[src/rtl/seq_buffer_pp.sv]
// Double-buffered query/database sequence buffer: packs an input word stream into
// two alternating banks so one pair is presented while the next one is loaded.
module seq_buffer_pp #(
   parameter int SEQ_LENGTH   = 32,
   parameter int LETTER_WIDTH = 2,
   parameter int INPUT_WIDTH  = 8
) (
   input  logic                               i_clk,
   input  logic                               i_rst_n,
   input  logic                               i_flush,
   input  logic                               i_in_valid,
   input  logic [INPUT_WIDTH-1:0]             i_in_data,
   output logic                               o_in_ready,
   output logic                               o_out_valid,
   output logic [SEQ_LENGTH*LETTER_WIDTH-1:0] o_out_query,
   output logic [SEQ_LENGTH*LETTER_WIDTH-1:0] o_out_database,
   output logic                               o_out_bank,
   input  logic                               i_out_release,
   output logic                               o_err_release
);

   localparam int SEQ_BITS = SEQ_LENGTH * LETTER_WIDTH;
   localparam int WORDS    = SEQ_BITS / INPUT_WIDTH;
   localparam int CNT_W    = $clog2(2 * WORDS);

   localparam logic [CNT_W-1:0] LAST_WORD = CNT_W'(2 * WORDS - 1);

   localparam logic [1:0] BANK_EMPTY   = 2'd0;
   localparam logic [1:0] BANK_FILLING = 2'd1;
   localparam logic [1:0] BANK_FULL    = 2'd2;

   logic [1:0]          r_bank_st  [2];
   logic [SEQ_BITS-1:0] r_query    [2];
   logic [SEQ_BITS-1:0] r_database [2];
   logic                r_wr_bank;
   logic                r_rd_bank;
   logic [CNT_W-1:0]    r_word_cnt;
   logic                r_err_release;

   logic w_clear;
   logic w_in_ready;
   logic w_out_valid;
   logic w_accept;
   logic w_release;
   logic w_last_word;

   assign w_clear     = !i_rst_n || i_flush;
   assign w_in_ready  = (r_bank_st[r_wr_bank] != BANK_FULL);
   assign w_out_valid = (r_bank_st[r_rd_bank] == BANK_FULL);
   assign w_accept    = i_in_valid && w_in_ready;
   assign w_release   = i_out_release && w_out_valid;
   assign w_last_word = w_accept && (r_word_cnt == LAST_WORD);

   // Word w of a pair lands in-place: query for w < WORDS, database otherwise.
   always_ff @(posedge i_clk) begin
      if (w_clear) begin
         for (int unsigned b = 0; b < 2; b++) begin
            r_query[b]    <= '0;
            r_database[b] <= '0;
         end
      end else if (w_accept) begin
         for (int unsigned w = 0; w < WORDS; w++) begin
            if (r_word_cnt == CNT_W'(w))
               r_query[r_wr_bank][w*INPUT_WIDTH +: INPUT_WIDTH] <= i_in_data;
            if (r_word_cnt == CNT_W'(w + WORDS))
               r_database[r_wr_bank][w*INPUT_WIDTH +: INPUT_WIDTH] <= i_in_data;
         end
      end
   end

   // Accept targets a non-FULL bank and release a FULL one, so both may hit
   // different banks on the same edge without conflict.
   always_ff @(posedge i_clk) begin
      if (w_clear) begin
         for (int unsigned b = 0; b < 2; b++)
            r_bank_st[b] <= BANK_EMPTY;
         r_wr_bank     <= 1'b0;
         r_rd_bank     <= 1'b0;
         r_word_cnt    <= '0;
         r_err_release <= 1'b0;
      end else begin
         for (int unsigned b = 0; b < 2; b++) begin
            if (w_accept && (r_wr_bank == 1'(b)))
               r_bank_st[b] <= w_last_word ? BANK_FULL : BANK_FILLING;
            else if (w_release && (r_rd_bank == 1'(b)))
               r_bank_st[b] <= BANK_EMPTY;
         end

         if (w_accept) begin
            if (w_last_word) begin
               r_word_cnt <= '0;
               r_wr_bank  <= ~r_wr_bank;
            end else begin
               r_word_cnt <= r_word_cnt + 1'b1;
            end
         end

         if (w_release)
            r_rd_bank <= ~r_rd_bank;

         if (i_out_release && !w_out_valid)
            r_err_release <= 1'b1;
      end
   end

   assign o_in_ready     = w_in_ready;
   assign o_out_valid    = w_out_valid;
   assign o_out_query    = r_query[r_rd_bank];
   assign o_out_database = r_database[r_rd_bank];
   assign o_out_bank     = r_rd_bank;
   assign o_err_release  = r_err_release;

endmodule

[config.mk]
export PLATFORM = sky130hd
export DESIGN_NAME = seq_buffer_pp
export DESIGN_NICKNAME = d
export VERILOG_FILES = /design/src/rtl/seq_buffer_pp.sv
export SDC_FILE = /design/constraint.sdc
export NUM_CORES = 1
export LEC_CHECK = 0
export BUFFER_PORTS_ARGS = -buffer_cell sky130_fd_sc_hd__buf_4
export CAP_MARGIN = 20
export CORE_MARGIN = 2
export CORE_UTILIZATION = 40
export DETAILED_ROUTE_END_ITERATION = 6
export GPL_TIMING_DRIVEN = 0
export PLACE_DENSITY = 0.6
export SKIP_CTS_REPAIR_TIMING = 1
export SLEW_MARGIN = 20
export SYNTH_ARGS = -nofsm -noshare
export SYNTH_HDL_FRONTEND = slang
export SYNTH_SLANG_ARGS = --single-unit
[constraint.sdc]
create_clock -name i_clk -period 3.4 [get_ports i_clk]
set_input_delay 0.68 -clock i_clk [delete_from_list [all_inputs] [get_ports i_clk]]
set_output_delay 0.68 -clock i_clk [all_outputs]
set_load 0.02 [all_outputs]
Word-level counts from Yosys, hierarchy flattened. Memories as Yosys holds them, arrays and structs flattened. A register that Yosys moved wholly into a read port is not among the register bits. Index checks and enable logic that the tools add are counted.

Add/subtract/negate cells: 1. Eq/ne operators: 17. Reduce and logical (&&, ||, !) cells: 15. Bitwise gates (word level): 6. Muxes and demuxes: 100.

Operator list (count): 64-bit two-way mux (2); 64-bit OR reduction (2); 1-bit two-way mux (90); 4-bit == test, second input constant (8); 4-bit by 3-bit == test with 1-bit output, second input constant (4); 8-bit two-way mux (2); 2-bit two-way mux (5); 4-bit by 2-bit == test with 1-bit output, second input constant (2); 1-bit logical AND (8); 4-bit by 1-bit adder with 4-bit output, second input constant (1); 4-bit by 1-bit == test with 1-bit output, second input constant (1); 4-bit zero test (1); 4-bit two-way mux (1); 1-bit bitwise OR (4); 2-bit == test, second input constant (1); 1-bit zero test (2); 2-bit inequality test, second input constant (1); 1-bit NOT (2); 2-bit AND reduction (1); 1-bit logical OR (1).

Register bits: 7. Output and inout bits: 132. Input bits: 13. Memories: 3. Bits in writable memories: 260.

Memory list: r_database (depth 2, bits a word 64, read ports 1, clocked after memory_dff 1, wr ports 2, line 34) `logic [SEQ_BITS-1:0] r_database [2];`; r_query (depth 2, bits a word 64, read ports 1, clocked after memory_dff 1, wr ports 2, line 33) `logic [SEQ_BITS-1:0] r_query [2];`; r_bank_st (depth 2, bits a word 2, read ports 2, clocked after memory_dff 2, wr ports 2, line 32) `logic [1:0] r_bank_st [2];`.

Logic depth before layout (Yosys ltp). Gate-level depths: netlist of run 1.

Depth after elaboration: 8. Gate-level depth with buffers: 7.

Worst setup path before layout of run 1. No wires, ideal clock.

Kind: input -> register. From: in i_in_valid. To: mem r_database[1][10] in the netlist's numbering (enable). Data required time: 3016 ps. Data arrival time: 1932 ps. Slack: 1084 ps. Stages: 4. Buffers on the path: 2. Setup time: 384 ps. Cell sequence: clkbuf_2 nand4_4 buf_4 o21ai_0.

RTL lines: start, declared (line 11) `input logic i_in_valid,`; end, declared (line 34).

==> flow_summary.ini, run 1 <==
[worst_setup_path]
cp_top_family = buffers and inverters
critical_path.cell_chain = buf_1, buf_2, mux2_2, buf_4
worst-path-max-fanout = 10
required_ps = 2720
crit_slowest_cell = sky130_fd_sc_hd__buf_1
critPathLaunchType = flop
stage_delay_of_the_slowest_cell_on_the_critical_path_ps = 650
crit_path_end_kind = output port
critical_path_class = flop to output port
r2r_cells = 7
critical_path_buf_inv_count = 3
crit_cells = 4
critPathArrivalTime_ps = 2540

[sta]
skew_ps = 6.19
achievable_clock_frequency_mhz = 311
timing.slew.headroom_pct = 42.0
final_hold_viol_count = 0
setup-tns-final_ps = 0
setup-violations-final = 0
grt_setup_unrepaired = false
worst-slew-pin-transition_ps = 864
min_period_over_period_pct = 94.6
final_critical_delay_including_setup_and_external_delays_ps = 3220
drv_slew = 0

[finish]
mostFrequentLayoutCells = sky130_fd_sc_hd__edfxtp_1, sky130_fd_sc_hd__and2_1, sky130_fd_sc_hd__buf_4, sky130_fd_sc_hd__mux2_2, sky130_fd_sc_hd__clkbuf_1
post_layout_inst_area_sq_mm = 0.0147
nets = 1044
most_common_cell_after_layout_fill_and_taps_aside = sky130_fd_sc_hd__edfxtp_1
diodes = 0
final_core_util_pct = 49.3
drive_above_1_share_pct = 34.5
synthToLayoutAreaGrowth_pct = 20.9

[clock_tree]
ctsHtreeMaxLevel = 1
cts_made_buffers = 29
clkLatencyLatePin_ps = 540
max-clock-path-buffers = 3
clock_tree_from_tritoncts = done
clk_root_buffer_cell = sky130_fd_sc_hd__clkbuf_16
clkSlewWorstSetupHoldPaths_ps = 60
cts.sink_count = 269

[placed_design]
place.port_buffers = 143
gp_congestion = 0.790
dp_hpwl_microns = 20600
placement.cell_area_sq_mm = 0.0137

[worst_hold_path]
holdPathStages = 3
hold_class = input port to flop

[synth]
yosys.cell_types.count = 39
synth-async-reset-ratio_pct = 0
syn-cell-area_sq_mm = 0.0122
synth_edf_count = 258
synthesis.instances = 849
synth_largest_type_area_fraction_pct = 63.7
synth_nets = 868
synthesis.area_per_instance_sq_um = 14.3
synth_seq_area_share_pct = 65.5
synth_top_flop_cell = sky130_fd_sc_hd__edfxtp_1
cell_types_with_the_largest_area_share_after_synthesis = sky130_fd_sc_hd__edfxtp_1, sky130_fd_sc_hd__and2_1, sky130_fd_sc_hd__mux2_2
synth-warning-count = 0
post-synth-top-area-cell = sky130_fd_sc_hd__edfxtp_1
ys_seq_elements = 269

[floorplanning]
core_area_sq_mm = 0.0298
row_count = 63
io_pins = 145
floorplan.die.height_microns = 178
dieArea_sq_mm = 0.0318
die_width_microns = 178
floorplan.initialDensity_pct = 40.8

[detailed_routing]
detail_routed_via_count_per_cell = 5.04
drt-total-wl_microns = 31100
drt_antenna_net_count = 0
routed-wl-met2_microns = 15200
vias = 7249
detail_route.wirelength.met1_microns = 13900
drt-wirelength-per-cell_microns = 21.6
drtIter0Drc = 570
detail_route.first_pass.iterations = 5
drc = 0
wl_met3_microns = 1540
top_layer = met4

[global_routing]
grt_start_max_net_pins = 15
grt_pass1_wl_microns = 45100
first_global_vias = 7162
overflow = 0
antenna_violations_before_repair = 2
grt_usage_pct = 19.5

[power]
power.density_mw_per_mm2 = 513
cellLeakagePower_nw = 5.90
ir_drop_v = 0.000395

[flow_run]
maxCapViolations = 0

[run_status]
status = completed
[where the power goes]
part,leakage [nW],switching (mW),internal [mW]
logic,2.48,0.345,0.184
clock network,0.472,1.28,1.94
registers,2.94,0.0346,3.76
[worst paths after layout]
check                     start         endpoint  slack, ps
hold reg to reg   o_err_release    o_err_release        480
setup reg to reg  r_word_cnt[0]    r_query[0][4]        900
setup / recovery           flop  o_out_query[49]        180
hold / removal    i_out_release    o_err_release        370
[cells in the mapped netlist, drive strengths merged, types with 2 or more instances]
| cell type | n |
|---|---|
| nor2 | 40 |
| inv | 5 |
| mux2 | 128 |
| nor3 | 2 |
| or2 | 3 |
| nand3b | 4 |
| or3b | 3 |
| edfxtp | 258 |
| nand4 | 6 |
| nand3 | 6 |
| nand2 | 8 |
| clkbuf | 34 |
| buf | 22 |
| and3 | 2 |
| o21ai | 33 |
| and2 | 257 |
| a21oi | 8 |
| and3b | 5 |
| dfxtp | 11 |
| ha | 6 |
[worst min-delay path, stage by stage]
cell and delay, ps:
sky130_fd_sc_hd__buf_4 80, sky130_fd_sc_hd__a21oi_1 50, sky130_fd_sc_hd__nor2_1 70
[cell families (layout without fill, tap and decap cells)]
family / count (synthesis) / after routing / synth area share, %
buf+inv: 61 / 260 / 2.29
simple gates: 340 / 340 / 17.7
compound gates: 43 / 43 / 1.89
mux: 128 / 128 / 11.9
flops: 269 / 269 / 65.5
xor+xnor: 2 / 2 / 0.144
fa+ha+maj: 6 / 6 / 0.617
[sequential cells by signal (all words and copies together), names as in the netlist, named ones only]
name / count
o_err_release: 1
r_query: 128
r_bank_st: 4
r_wr_bank: 1
o_out_bank: 1
r_database: 128
r_word_cnt: 4
[layout make-up]
type                    instances  area [sq um]
plain buffers                  56           260
repair buffers                145          1080
clock buffers                  40           797
multi-input cells             519          3910
clock inverters                14           175
fillers                      2638         15100
well taps                     390           488
flip-flops and latches        269          7970
inverters                       5          18.8
[metrics by stage]
step | hold slack, ps | instances | setup slack (ps) | total power [mW]
3_3_place_gp | 468 | 1382 | 330 | 4.39
4_1_cts | 354 | 1438 | 133 | 7.58
6_report | 372 | 1438 | 182 | 7.54
5_1_grt | 364 | 1438 | 35.6 | 7.74
2_1_floorplan | 458 | 849 | 1080 | 4.14
3_5_place_dp | 463 | 1384 | 424 | 4.40
[routing by layer]
metal | up-vias | global-route usage, %
li1 | 3373 | -
met1 | 3647 | 27.8
met2 | 192 | 32.3
met3 | 37 | 2.15
met4 | 0 | 4.34
met5 | - | 0
(Power assumes the default switching activity.)
==> run 2, diff against run 1 <==
--- a/config.mk
+++ b/config.mk
@@ -7,11 +7,14 @@
 export LEC_CHECK = 0
 export BUFFER_PORTS_ARGS = -buffer_cell sky130_fd_sc_hd__buf_4
 export CAP_MARGIN = 20
+export CELL_PAD_IN_SITES_DETAIL_PLACEMENT = 1
+export CELL_PAD_IN_SITES_GLOBAL_PLACEMENT = 1
+export CORE_ASPECT_RATIO = 1.4
 export CORE_MARGIN = 2
 export CORE_UTILIZATION = 40
 export DETAILED_ROUTE_END_ITERATION = 6
 export GPL_TIMING_DRIVEN = 0
-export PLACE_DENSITY = 0.6
+export PLACE_DENSITY = 0.73
 export SKIP_CTS_REPAIR_TIMING = 1
 export SLEW_MARGIN = 20
 export SYNTH_ARGS = -nofsm -noshare
==> constraint.sdc (replaced) <==
create_clock -name i_clk -period 2.6 [get_ports i_clk]
set_input_delay 0.52 -clock i_clk [delete_from_list [all_inputs] [get_ports i_clk]]
set_output_delay 0.52 -clock i_clk [all_outputs]
set_load 0.02 [all_outputs]
==> run 2 against run 1 <==
  * Total power is 27% higher
  * Utilization is 0.31 points lower
  * Die area hardly changed
  * Via count is 2.6% higher
  * Cell count is 0.56% lower
  * Global-route usage is 1.7 points higher
  * Clock skew is 2.4 ps higher
  * Sequential cell count stayed put
  * Setup slack worse by 110 ps
  * Non-clock buffer count is 3 higher
==> flow_summary.ini, run 2 (same netlist as run 1, synthesis figures left out) <==
[detailed_routing]
drc = 0
vias = 7437
drt-wirelength-per-cell_microns = 23.4
detail_routed_via_count_per_cell = 5.20
drt-total-wl_microns = 33500
drt_antenna_net_count = 0
detail_route.first_pass.iterations = 5
drtIter0Drc = 412

[clock_tree]
cts_made_buffers = 26
clkLatencyLatePin_ps = 540
ctsHtreeMaxLevel = 1
clkSlewWorstSetupHoldPaths_ps = 60
cts.sink_count = 269
max-clock-path-buffers = 3
clock_tree_from_tritoncts = done
clk_root_buffer_cell = sky130_fd_sc_hd__clkbuf_16

[placed_design]
post-place-cells = 1382
dp_hpwl_microns = 22800
gp_congestion = 0.785
place.port_buffers = 143

[worst_hold_path]
hold_class = input port to flop
hold_end = o_err_release
min_from = i_out_release
holdPathStages = 3

[sta]
worst-slew-pin-transition_ps = 928
setup-violations-final = 0
grt_setup_unrepaired = true
timing.slew.headroom_pct = 38.2
final_critical_delay_including_setup_and_external_delays_ps = 2530
min_period_over_period_pct = 97.4
drv_slew = 0
achievable_clock_frequency_mhz = 395
final_hold_viol_count = 0
skew_ps = 8.58

[worst_setup_path]
critPathLaunchType = flop
required_ps = 2080
worst-path-max-fanout = 10
setup.reg_to_reg.worst_slack_ps = 80
critical_path_class = flop to output port
critPathArrivalTime_ps = 2010
r2r_cells = 6
timing.rr.end = r_database[0][30]
regToRegStartpoint = r_word_cnt[0]
crit_path_end_kind = output port

[finish]
synthToLayoutAreaGrowth_pct = 20.7
drive_above_1_share_pct = 35.5
mostFrequentLayoutCells = sky130_fd_sc_hd__edfxtp_1, sky130_fd_sc_hd__and2_1, sky130_fd_sc_hd__buf_4, sky130_fd_sc_hd__mux2_2, sky130_fd_sc_hd__clkbuf_1
number_of_standard_cells_in_the_layout_taps_in_and_fillers_out = 1430
largest_registers = r_database x128, r_query x128
most_common_cell_after_layout_fill_and_taps_aside = sky130_fd_sc_hd__edfxtp_1
nets = 1044

[floorplanning]
floorplan.die.height_microns = 210
io_pins = 145
die_width_microns = 151
dieArea_sq_mm = 0.0318
core_area_sq_mm = 0.0299
floorplan.initialDensity_pct = 40.6
row_count = 75

[global_routing]
overflow = 0
first_global_vias = 7868
grt_usage_pct = 21.2
antenna_violations_before_repair = 0
grt_start_max_net_pins = 15
grt_pass1_wl_microns = 49200

[run_status]
status = completed

[power]
power.density_mw_per_mm2 = 654
ir_drop_v = 0.000472
cellLeakagePower_nw = 5.88
fin_total_pwr_mw = 9.60

[flow_run]
maxCapViolations = 0
-- run 2: power by group --
group          switching (mW)  internal, mW  leakage (nW)
sequential             0.0509          4.92          2.94
combinational           0.458         0.246          2.51
clock                    1.64          2.28         0.427
total                    2.15          7.45          5.88
-- run 2: how the worst max path moves through the flow --
stage,slack (ps),endpoint,depth (start not counted)
2_1_floorplan,420,r_database[1][24],5
3_5_place_dp,-280,r_query[1][17],4
3_3_place_gp,-380,r_database[1][24],5
4_1_cts,-510,o_out_query[57],4
6_report,70,o_out_database[15],4
5_1_grt,-20,r_query[1][0],6
-- run 2: routing by layer --
| metal | GRT usage (%) | routed length [microns] | part of all wire [%] |
|---|---|---|---|
| met5 | 0 | 0 | 0 |
| met4 | 6.70 | 1080 | 3.2 |
| met3 | 2.60 | 1440 | 4.3 |
| met2 | 39.5 | 18100 | 54 |
| met1 | 25.0 | 12900 | 38 |
-- run 2: cell type report --
type,count,area [sq um]
Fill cell,3005,15300
Sequential cell,269,7970
Multi-Input combinational cell,519,3950
Timing Repair Buffer,148,1100
Clock buffer,31,691
Tap cell,385,482
Buffer,56,294
Clock inverter,16,176
Inverter,5,18.8
Antenna cell,1,2.50
-- run 2: per-stage QoR --
step                area, sq um  TNS, ps  hold WS, ps  util, %  setup WS (ps)
detailed placement        13700   -23820          483     45.9           -276
global placement          13700   -47390          458     45.8           -383
finish                    14700        0          216     49.0           67.1
CTS                       14600   -68320          202     48.8           -510
floorplan                 12200        0          458        -            417
global route              14700     -369          246     49.0          -18.5
-- run 2: worst max-delay path, cell delays in order, from the launching register on --
cell	delay [ps]
sky130_fd_sc_hd__dfxtp_1	400
sky130_fd_sc_hd__buf_6	210
sky130_fd_sc_hd__buf_2	290
sky130_fd_sc_hd__mux2_2	400
sky130_fd_sc_hd__buf_4	170
==> run 3, diff against run 2 <==
--- a/config.mk
+++ b/config.mk
@@ -5,6 +5,7 @@
 export SDC_FILE = /design/constraint.sdc
 export NUM_CORES = 1
 export LEC_CHECK = 0
+export ABC_AREA = 1
 export BUFFER_PORTS_ARGS = -buffer_cell sky130_fd_sc_hd__buf_4
 export CAP_MARGIN = 20
 export CELL_PAD_IN_SITES_DETAIL_PLACEMENT = 1
@@ -14,7 +15,7 @@
 export CORE_UTILIZATION = 40
 export DETAILED_ROUTE_END_ITERATION = 6
 export GPL_TIMING_DRIVEN = 0
-export PLACE_DENSITY = 0.73
+export PLACE_DENSITY = 0.77
 export SKIP_CTS_REPAIR_TIMING = 1
 export SLEW_MARGIN = 20
 export SYNTH_ARGS = -nofsm -noshare
==> run 3 against run 2 <==
  * Critical endpoint is now o_out_query[0]
  * Largest power group unchanged
  * Sequential power about the same
  * Sequential cell count unchanged
  * Cell count up 19%
  * Critical path type unchanged
  * Global-route usage up 1.7 points
  * Highest routed layer unchanged
  * Sequential share of layout area up 2.9 points
  * First-iteration DRC count up 7.3%
==> flow_summary.ini, run 3 <==
[floorplanning]
floorplan.initialDensity_pct = 40.5
core_area_sq_mm = 0.0284
floorplan.die.height_microns = 205
die_width_microns = 147
row_count = 73
io_pins = 145
dieArea_sq_mm = 0.0302

[sta]
final_critical_delay_including_setup_and_external_delays_ps = 2520
setup-violations-final = 0
fin_worst_hold_slack_ps = 288
grt_setup_unrepaired = false
timing.slew.headroom_pct = 30.1
min_period_over_period_pct = 97.1
skew_ps = 28.0
drv_slew = 0
achievable_clock_frequency_mhz = 396
worst-slew-pin-transition_ps = 1050
final_hold_viol_count = 0

[placed_design]
dp_hpwl_microns = 24200
place.port_buffers = 144
gp_congestion = 0.811

[run_status]
status = completed

[global_routing]
grt_pass1_wl_microns = 52000
overflow = 0
grt_start_max_net_pins = 15
first_global_vias = 9090
antenna_violations_before_repair = 0
grt_usage_pct = 22.9

[detailed_routing]
detail_routed_via_count_per_cell = 5.08
drt_antenna_net_count = 0
drt-wirelength-per-cell_microns = 20.3
drc = 0
vias = 8643
drtIter0Drc = 442
drt-total-wl_microns = 34700
detail_route.first_pass.iterations = 5

[finish]
diodes = 0
fill_cells = 3208
largest_registers = r_database x128, r_query x128
synthToLayoutAreaGrowth_pct = 20.9
drive_above_1_share_pct = 18.9
nets = 1327
most_common_cell_after_layout_fill_and_taps_aside = sky130_fd_sc_hd__nand2_1
final_core_util_pct = 49.0
mostFrequentLayoutCells = sky130_fd_sc_hd__nand2_1, sky130_fd_sc_hd__nor2_1, sky130_fd_sc_hd__edfxtp_1, sky130_fd_sc_hd__buf_4, sky130_fd_sc_hd__clkbuf_1

[clock_tree]
clk_root_buffer_cell = sky130_fd_sc_hd__clkbuf_16
clock_tree_from_tritoncts = done
clkSlewWorstSetupHoldPaths_ps = 60
max-clock-path-buffers = 3
ctsHtreeMaxLevel = 1
clkLatencyLatePin_ps = 550
cts_made_buffers = 27
cts.sink_count = 269

[synth]
yosys.cell_types.count = 26
synth_top_flop_cell = sky130_fd_sc_hd__edfxtp_1
synth-async-reset-ratio_pct = 0
synth_seq_area_share_pct = 69.2
synth-warning-count = 0
synth_edf_count = 258
most_numerous_cell_types_in_the_synthesized_netlist = sky130_fd_sc_hd__nand2_1, sky130_fd_sc_hd__nor2_1, sky130_fd_sc_hd__edfxtp_1
synth_nets = 1154
synth_largest_type_area_fraction_pct = 67.3
synthesis.instances = 1135
post-synth-top-area-cell = sky130_fd_sc_hd__edfxtp_1
syn-cell-area_sq_mm = 0.0115
cell_types_with_the_largest_area_share_after_synthesis = sky130_fd_sc_hd__edfxtp_1, sky130_fd_sc_hd__nand2_1, sky130_fd_sc_hd__nor2_1
synthesis.area_per_instance_sq_um = 10.1
ys_seq_elements = 269
post-synth-top-count-cell = sky130_fd_sc_hd__nand2_1

[worst_setup_path]
cp_top_family = buffers and inverters
critPathArrivalTime_ps = 2000
crit_path_end_kind = output port
crit_slowest_cell = sky130_fd_sc_hd__dfxtp_1
critPathLaunchType = flop
critical_path_buf_inv_count = 3
required_ps = 2080
regToRegStartpoint = r_word_cnt[0]
critical_path_class = flop to output port
critical_path.cell_chain = clkbuf_2, clkbuf_2, nand2_1, nand2_1, buf_4
stage_delay_of_the_slowest_cell_on_the_critical_path_ps = 390
worst-path-max-fanout = 10

[power]
power.density_mw_per_mm2 = 674
ir_drop_v = 0.000572
cellLeakagePower_nw = 6.31

[flow_run]
maxCapViolations = 0

[worst_hold_path]
hold_class = input port to flop
min_from = i_out_release
-- run 3: cell count changes after synthesis, sizes merged, moves of 4 or more --
cell,before,now
nand2,8,439
and2,257,1
nor2,40,277
mux2,128,0
o21ai,33,6
inv,5,29
clkbuf,34,56
nand3,6,28
buf,22,8
and3b,5,0
nand3b,4,0
-- run 3: kinds of logic (layout without fill, tap and decap cells) --
group / count (synthesis) / after routing / synth area share (%)
AO/OA/AOI/OAI: 11 / 11 / 0.478
XOR/XNOR: 1 / 1 / 0.0761
flip-flops: 269 / 269 / 69.2
AND/OR/NAND/NOR: 755 / 755 / 26.5
adder cells (fa/ha/maj): 6 / 6 / 0.652
buffers and inverters: 93 / 286 / 3.12
-- run 3: stage by stage --
step / cells / setup slack [ps] / instance area [sq um] / setup TNS [ps] / power (mW)
2_1_floorplan: 1135 / 718 / 11500 / 0 / 5.40
3_3_place_gp: 1654 / -393 / 13100 / -78100 / 5.74
3_5_place_dp: 1654 / -460 / 13100 / -87230 / 5.76
4_1_cts: 1703 / -526 / 13900 / -38230 / 9.41
5_1_grt: 1703 / 8.38 / 13900 / 0 / 9.61
6_report: 1703 / 75.1 / 13900 / 0 / 9.39
-- run 3: layout make-up --
type | count | area, sq um | area share [%]
Buffer | 64 | 292 | 2.09
Inverter | 29 | 109 | 0.781
Timing Repair Buffer | 144 | 1080 | 7.76
Clock buffer | 32 | 704 | 5.06
Multi-Input combinational cell | 773 | 3190 | 22.9
Sequential cell | 269 | 7970 | 57.2
Clock inverter | 17 | 116 | 0.835
Tap cell | 375 | 469 | 3.37
-- run 3: where the power goes --
part / leakage (nW) / internal (mW) / switching [mW]
Combinational: 2.93 / 0.198 / 0.514
Sequential: 2.96 / 4.91 / 0.0531
Clock: 0.412 / 2.04 / 1.68
-- run 3: worst paths after layout --
kind | slack (ps) | end | depth (start not counted)
worst max register to register | 190 | r_query[0][3] | 6
worst max-delay path | 80 | o_out_query[0] | 5
worst min register to register | 450 | o_err_release | 2
worst min-delay path | 290 | o_err_release | 3
-- run 3: routing by layer --
metal / up-vias / part of all wire, % / global-route usage [%]
li1: 4018 / - / -
met1: 4290 / 38 / 26.7
met2: 274 / 53 / 43.6
met3: 61 / 5.3 / 2.63
met4: 0 / 3.2 / 7.35
met5: - / 0 / 0
-- run 3: worst min-delay path: stages --
cell and delay, ps:
sky130_fd_sc_hd__buf_4 110, sky130_fd_sc_hd__nand3_1 80, sky130_fd_sc_hd__a21oi_1 60
